==> src/rtl/cvt_sample_unpack_if.sv <==
// Converter-FIFO read port and unpacked sample stream, grouped for cvt_sample_unpack.
// master = unpacker side, slave = FIFO/downstream side.
interface cvt_sample_unpack_if #(
    parameter int LANE_W = 16
);
    logic                  cvt_data_queue_empty;
    logic                  cvt_data_queue_almost_empty;
    logic                  cvt_data_valid;
    logic [3*LANE_W-1:0]   cvt_data;
    logic                  rd_enable;
    logic                  sample_valid;
    logic                  sample_ready;
    logic [LANE_W-1:0]     sample_data;
    logic                  sample_last;

    modport master (
        input  cvt_data_queue_empty, cvt_data_queue_almost_empty, cvt_data_valid, cvt_data,
        input  sample_ready,
        output rd_enable, sample_valid, sample_data, sample_last
    );

    modport slave (
        output cvt_data_queue_empty, cvt_data_queue_almost_empty, cvt_data_valid, cvt_data,
        output sample_ready,
        input  rd_enable, sample_valid, sample_data, sample_last
    );
endinterface

==> src/rtl/cvt_sample_unpack.sv <==
// Pops 3-lane words from the converter FIFO and streams them out one lane per
// handshake (high lane first), tracking frame length and flagging the last sample.
module cvt_sample_unpack #(
    parameter int LANE_W    = 16,
    parameter int BUF_DEPTH = 2
) (
    input  logic                 clk_rd,
    input  logic                 rst_n,
    input  logic                 frame_start,
    input  logic [31:0]          frame_len,
    cvt_sample_unpack_if.master  bus,
    output logic                 busy,
    output logic                 frame_done,
    output logic                 stray_valid
);
    localparam int WORD_W = 3 * LANE_W;
    localparam int PTR_W  = (BUF_DEPTH > 1) ? $clog2(BUF_DEPTH) : 1;
    localparam int CNT_W  = $clog2(BUF_DEPTH + 1);
    localparam int CNT_W1 = CNT_W + 1;
    localparam logic [PTR_W-1:0]  PTR_LAST = PTR_W'(BUF_DEPTH - 1);
    localparam logic [CNT_W1-1:0] DEPTH    = CNT_W1'(BUF_DEPTH);

    typedef enum logic [1:0] {IDLE, RUN, DONE} state_t;

    state_t              state, state_next;
    logic [WORD_W-1:0]   word_buf [BUF_DEPTH];
    logic [PTR_W-1:0]    head, tail;
    logic [CNT_W-1:0]    count, outs;
    logic [31:0]         samp_left, words_left, words_init;
    logic [1:0]          lane;
    logic                rd_en;
    logic                start_ok, room, issue, valid_i, handshake, pop, wr;
    logic [WORD_W-1:0]   head_word;
    logic [LANE_W-1:0]   lane_data;

    // A new frame may also be accepted on the frame_done cycle.
    assign start_ok   = frame_start && (state != RUN);
    assign words_init = 32'(({1'b0, frame_len} + 33'd2) / 33'd3);
    // rd_enable is registered, so the FIFO's empty flag does not yet reflect a pop
    // issued this cycle; skipping back-to-back requests avoids reading past the end.
    assign room       = (({1'b0, outs} + {1'b0, count}) < DEPTH) && !rd_en
                        && !bus.cvt_data_queue_empty;
    assign valid_i    = (state == RUN) && (count != '0);
    assign handshake  = valid_i && bus.sample_ready;
    assign pop        = handshake && ((lane == 2'd2) || (samp_left == 32'd1));
    assign wr         = bus.cvt_data_valid && (outs != '0);
    assign head_word  = word_buf[head];

    always_comb begin
        state_next = state;
        issue      = 1'b0;
        case (state)
            RUN: begin
                issue = room && (words_left != 32'd0);
                if (handshake && (samp_left == 32'd1))
                    state_next = DONE;
            end
            default: begin
                if (start_ok) begin
                    if (frame_len == 32'd0) begin
                        state_next = DONE;
                    end else begin
                        state_next = RUN;
                        issue      = room;
                    end
                end else if (state == DONE) begin
                    state_next = IDLE;
                end
            end
        endcase
    end

    always_comb begin
        lane_data = head_word[LANE_W-1:0];
        case (lane)
            2'd0:    lane_data = head_word[WORD_W-1 -: LANE_W];
            2'd1:    lane_data = head_word[2*LANE_W-1 -: LANE_W];
            default: lane_data = head_word[LANE_W-1:0];
        endcase
    end

    assign bus.rd_enable    = rd_en;
    assign bus.sample_valid = valid_i;
    assign bus.sample_data  = valid_i ? lane_data : '0;
    assign bus.sample_last  = valid_i && (samp_left == 32'd1);
    assign busy             = (state == RUN);
    assign frame_done       = (state == DONE);

    always_ff @(posedge clk_rd or negedge rst_n) begin
        if (!rst_n) begin
            state       <= IDLE;
            rd_en       <= 1'b0;
            outs        <= '0;
            count       <= '0;
            head        <= '0;
            tail        <= '0;
            samp_left   <= '0;
            words_left  <= '0;
            lane        <= '0;
            stray_valid <= 1'b0;
        end else begin
            state <= state_next;
            rd_en <= issue;

            case ({issue, wr})
                2'b10:   outs <= outs + CNT_W'(1);
                2'b01:   outs <= outs - CNT_W'(1);
                default: outs <= outs;
            endcase

            case ({wr, pop})
                2'b10:   count <= count + CNT_W'(1);
                2'b01:   count <= count - CNT_W'(1);
                default: count <= count;
            endcase

            if (wr)  tail <= (tail == PTR_LAST) ? '0 : tail + 1'b1;
            if (pop) head <= (head == PTR_LAST) ? '0 : head + 1'b1;

            if (start_ok)
                words_left <= words_init - {31'd0, issue};
            else if (issue)
                words_left <= words_left - 32'd1;

            if (start_ok)
                samp_left <= frame_len;
            else if (handshake)
                samp_left <= samp_left - 32'd1;

            if ((state == DONE) || start_ok)
                lane <= 2'd0;
            else if (handshake)
                lane <= pop ? 2'd0 : lane + 2'd1;

            if (bus.cvt_data_valid && (outs == '0))
                stray_valid <= 1'b1;
        end
    end

    always_ff @(posedge clk_rd) begin
        if (wr)
            word_buf[tail] <= bus.cvt_data;
    end
endmodule

==> src/flat_wrapper.sv <==
// flat-port wrapper written by rule: the top's interface ports become plain ports
module cvt_sample_unpack_flat 
#(
    parameter int LANE_W    = 16,
    parameter int BUF_DEPTH = 2
)
  (clk_rd, rst_n, frame_start, frame_len, busy, frame_done, stray_valid, bus_cvt_data_queue_empty, bus_cvt_data_queue_almost_empty, bus_cvt_data_valid, bus_cvt_data, bus_sample_ready, bus_rd_enable, bus_sample_valid, bus_sample_data, bus_sample_last);
  cvt_sample_unpack_if #(.LANE_W(LANE_W)) bus_i ();
  input  logic clk_rd;
  input  logic rst_n;
  input  logic frame_start;
  input  logic [31:0] frame_len;
  output logic busy;
  output logic frame_done;
  output logic stray_valid;
  input wire logic [$bits(bus_i.cvt_data_queue_empty)-1:0] bus_cvt_data_queue_empty;
  input wire logic [$bits(bus_i.cvt_data_queue_almost_empty)-1:0] bus_cvt_data_queue_almost_empty;
  input wire logic [$bits(bus_i.cvt_data_valid)-1:0] bus_cvt_data_valid;
  input wire logic [$bits(bus_i.cvt_data)-1:0] bus_cvt_data;
  input wire logic [$bits(bus_i.sample_ready)-1:0] bus_sample_ready;
  output wire logic [$bits(bus_i.rd_enable)-1:0] bus_rd_enable;
  output wire logic [$bits(bus_i.sample_valid)-1:0] bus_sample_valid;
  output wire logic [$bits(bus_i.sample_data)-1:0] bus_sample_data;
  output wire logic [$bits(bus_i.sample_last)-1:0] bus_sample_last;
  assign bus_i.cvt_data_queue_empty = bus_cvt_data_queue_empty;
  assign bus_i.cvt_data_queue_almost_empty = bus_cvt_data_queue_almost_empty;
  assign bus_i.cvt_data_valid = bus_cvt_data_valid;
  assign bus_i.cvt_data = bus_cvt_data;
  assign bus_i.sample_ready = bus_sample_ready;
  assign bus_rd_enable = bus_i.rd_enable;
  assign bus_sample_valid = bus_i.sample_valid;
  assign bus_sample_data = bus_i.sample_data;
  assign bus_sample_last = bus_i.sample_last;
  cvt_sample_unpack #(.LANE_W(LANE_W), .BUF_DEPTH(BUF_DEPTH)) u_core (.clk_rd(clk_rd), .rst_n(rst_n), .frame_start(frame_start), .frame_len(frame_len), .bus(bus_i), .busy(busy), .frame_done(frame_done), .stray_valid(stray_valid));
endmodule
==> config.mk <==
export PLATFORM = sky130hd
export DESIGN_NAME = cvt_sample_unpack_flat
export DESIGN_NICKNAME = d
export VERILOG_FILES = /design/src/rtl/cvt_sample_unpack_if.sv /design/src/rtl/cvt_sample_unpack.sv /design/src/flat_wrapper.sv
export SDC_FILE = /design/constraint.sdc
export NUM_CORES = 1
export LEC_CHECK = 0
export ABC_AREA = 1
export BUFFER_PORTS_ARGS = -buffer_cell sky130_fd_sc_hd__buf_2
export CAP_MARGIN = 40
export CELL_PAD_IN_SITES_DETAIL_PLACEMENT = 1
export CELL_PAD_IN_SITES_GLOBAL_PLACEMENT = 1
export CORE_ASPECT_RATIO = 1.25
export CORE_UTILIZATION = 30
export CTS_BUF_LIST = sky130_fd_sc_hd__clkbuf_8
export CTS_CLUSTER_SIZE = 16
export DETAILED_ROUTE_END_ITERATION = 8
export GPL_TIMING_DRIVEN = 0
export PLACE_DENSITY = 0.66
export SYNTH_ARGS = -nofsm -noshare
export SYNTH_HDL_FRONTEND = slang
export SYNTH_SLANG_ARGS = --single-unit
==> constraint.sdc <==
create_clock -name clk_rd -period 4.2 [get_ports clk_rd]
set_input_delay 0.21 -clock clk_rd [delete_from_list [all_inputs] [get_ports clk_rd]]
set_output_delay 0.21 -clock clk_rd [all_outputs]
set_load 0.03 [all_outputs]
==> impl_metrics.env <==
export IMPL_outcome="finished with violations"
export IMPL_violations="setup timing"
export IMPL_post_drt_via_cell_ratio=5.109
export IMPL_cp_end_kind="register"
export IMPL_htreeDepth=4
export IMPL_setup_violations=32
export IMPL_dp_hpwl_mm=115.1
export IMPL_drv_slew=0
export IMPL_globalRouteMet2Util_pct=45.69
export IMPL_crit_slowest_cell="nor2_4"
export IMPL_dp_cells=7132
export IMPL_vias=39440
export IMPL_worstPathArrival_ps=26670
export IMPL_fmax_mhz=38.13
export IMPL_postSynthAreaPerCell_um2=6.258
export IMPL_crit_path_end="u_core.words_left[24]"
export IMPL_coreArea_um2=114600
export IMPL_drtAntennaViolNets=0
export IMPL_synth_seq_cells=172
export IMPL_synth_simple_area_share_pct=61.54
export IMPL_first_pass_iters=5
export IMPL_fin_util_pct=41.35
export IMPL_gr_total_overflow=0
export IMPL_portBuffers=106
export IMPL_final_cells=7719
export IMPL_synthArstFlopShare_pct=44.19
export IMPL_met3_usage_pct=1.976
export IMPL_synth_main_ff_cell="edfxtp_1"
export IMPL_min_period_ps=26220
export IMPL_min_from="frame_len[15]"
export IMPL_maxCapViolations=0
export IMPL_dieHeight_um=381.8
export IMPL_critical_path_class="in -> reg"
export IMPL_hold_viol=0
export IMPL_dieArea_um2=116800
export IMPL_grt_pass1_wl_mm=221.2
export IMPL_gp_congestion=0.9314
export IMPL_synth_top_family_by_area="simple AND/OR/NAND/NOR gates"
export IMPL_cp_max_fo=7
export IMPL_finalCritPeriodShare_pct=624.4
export IMPL_clock_sinks=172
export IMPL_clk_latency_ps=570
export IMPL_busiest_layer="met2"
export IMPL_gr_usage_met1_pct=27.69
export IMPL_area_growth_pct=36.87
export IMPL_reg2reg_depth=20
export IMPL_clk_transition_reported_paths_ps=120
export IMPL_rows=139
export IMPL_antenna_found_initial=10
export IMPL_drcViolationCount=0
export IMPL_yosysWarnings=0
export IMPL_grt_pass1_vias=39740
export IMPL_r2r_end="u_core.words_left[24]"
export IMPL_synth_seq_area_share_pct=13.82
export IMPL_whs_ps=46.70
export IMPL_synthCells=5532
export IMPL_tritoncts="done"
export IMPL_synth_xor_area_share_pct=2.577
export IMPL_setup_ws_ps=-22020
export IMPL_cts_path_max_buffers=2
export IMPL_grt_usage_pct=23.76
export IMPL_skew_ps=19.10
export IMPL_required_ps=4640
export IMPL_crit_top_cell="nand2_4"
export IMPL_clock_root_buffer="clkbuf_8"
export IMPL_r2r_start="u_core.outs[0]"
export IMPL_wl_per_cell_um=19.34
export IMPL_grt_max_degree=45
export IMPL_nets=6328
export IMPL_power_mw=31.00
export IMPL_drt_first_iter_violations=1658
export IMPL_hold_class="in -> reg"
export IMPL_worstMarginPinSlew_ps=865.9
export IMPL_setup_tns_ps=-684200
export IMPL_vdd_drop_max_mv=0.2484
export IMPL_final_common_cell="nand2_1"
export IMPL_synth_edff_count=96
export IMPL_critical_path_max_stage_delay_ps=270
export IMPL_drive_above_1_share_pct=38.87
export IMPL_slew_headroom_pct=42.08
export IMPL_synth_net_count=5639
export IMPL_synthAdderAreaFrac_pct=0.7445
export IMPL_cts_made_buffers=17
export IMPL_initial_utilization_pct=30.21
export IMPL_crit_path_start="frame_len[1]"
export IMPL_power_leakage_nw=22.33
export IMPL_synthMuxAreaShare_pct=0
export IMPL_chipWidth_um=305.8
export IMPL_synth_compound_area_share_pct=7.756
export IMPL_rsz0062_at_grt="yes"
export IMPL_cp_start_kind="input port"
export IMPL_synth_area_um2=34620
export IMPL_synth_cell_types=93
export IMPL_pwr_density_cell_nw_per_um2=654.2
export IMPL_reg2reg_slack_ps=-510
export IMPL_ioPinCount=109
export IMPL_wirelength_mm=149.2
export IMPL_final_cell_mix="1299 x nand2_1, 654 x inv_1, 490 x nor2_1"
state kept, by name (all words and copies together) (netlist names):
signal	flops
u_core.bus.rd_enable	1
u_core.state	2
u_core.lane	2
u_core.head	1
u_core.words_left	32
u_core.tail	1
u_core.count	2
u_core.outs	2
u_core.samp_left	32
u_core.stray_valid	1
u_core.word_buf	96
Yosys cell counts (all sizes together), types with 10 or more instances:
master	instances	share of area (%)
o21bai	19	0.46
dfrtp	76	5.5
buf	61	2.7
clkinv	92	1.3
o211ai	20	0.43
inv	793	8.8
o21ai	216	3.8
clkbuf	35	0.42
o22ai	20	0.36
nand2	1944	27
nor3	60	1.0
a21oi	47	0.74
nor4	15	0.27
nand3	711	15
nand3b	44	1.0
a22oi	32	0.69
nor2	851	13
o221ai	18	0.46
ha	19	0.69
xnor2	25	0.63
xor2	70	1.9
a31oi	10	0.18
nand4	200	3.9
edfxtp	96	8.3
per-stage QoR:
stage                     instance area (um^2)  setup slack [ps]
after floorplan                          35430            -18560
after global placement                   37810            -25840
after detailed placement                 38030            -25940
after CTS                                42210            -21980
after global routing                     47380            -23480
final                                    47390            -22020
layout make-up:
type,instances,area (um^2)
buffer,96,1206
fill,14460,67220
multi-input combinational,4377,29590
sequential,172,4785
tap,1480,1852
inverter,896,3694
clock inverter,15,210.2
timing repair buffer,661,5802
clock buffer,17,234.0
antenna,5,12.51
per-layer routing:
layer  share of wire [%]  up-vias
li1                    -    19190
met1                  40    19420
met2                  54      605
met3                 2.7      216
met4                 3.0        6
met5               0.029        -
kinds of logic after synthesis:
kind of cell | count (synthesis)
and+or+nand+nor | 3844
xor gates and xnor gates | 95
buffers and inverters | 992
adders and majority gates | 20
DFF | 172
AOI/OAI and AO/OA | 409
how the worst min path moves through the flow:
stage          slack [ps]                      to  cells past startpoint
6_report               50    u_core.samp_left[15]                      3
5_1_grt                30     u_core.samp_left[1]                      3
4_1_cts                 1    u_core.samp_left[15]                      3
3_5_place_dp          230   u_core.words_left[24]                      1
3_3_place_gp          400  u_core.word_buf[0][45]                      1
2_1_floorplan         -90    u_core.bus.rd_enable                      0
where the power goes:
group	total, mW	leakage (nW)	switching, mW	internal, mW
Sequential	2.82	1.79	0.438	2.38
Clock	1.33	0.222	0.808	0.524
Combinational	26.9	20.3	17.8	9.08
Total	31.0	22.3	19.0	12.0
worst max-delay path: cells and delay by family:
family	cells	cell delay, ps
fa+ha+maj	3	500
compound gates	2	290
xor+xnor	2	390
simple gates	161	19370
buf+inv	39	5630
repair_timing:
item | CTS | global route
setup endpoints to repair | 33 | 37
hold endpoints to repair | 135 | 0
buffers inserted | 181 | 282
hold buffers | 56 | 0
gates cloned | 19 | 15
gates resized for setup | 299 | 631
pin swaps | 143 | 331
(Power assumes the default switching activity.)
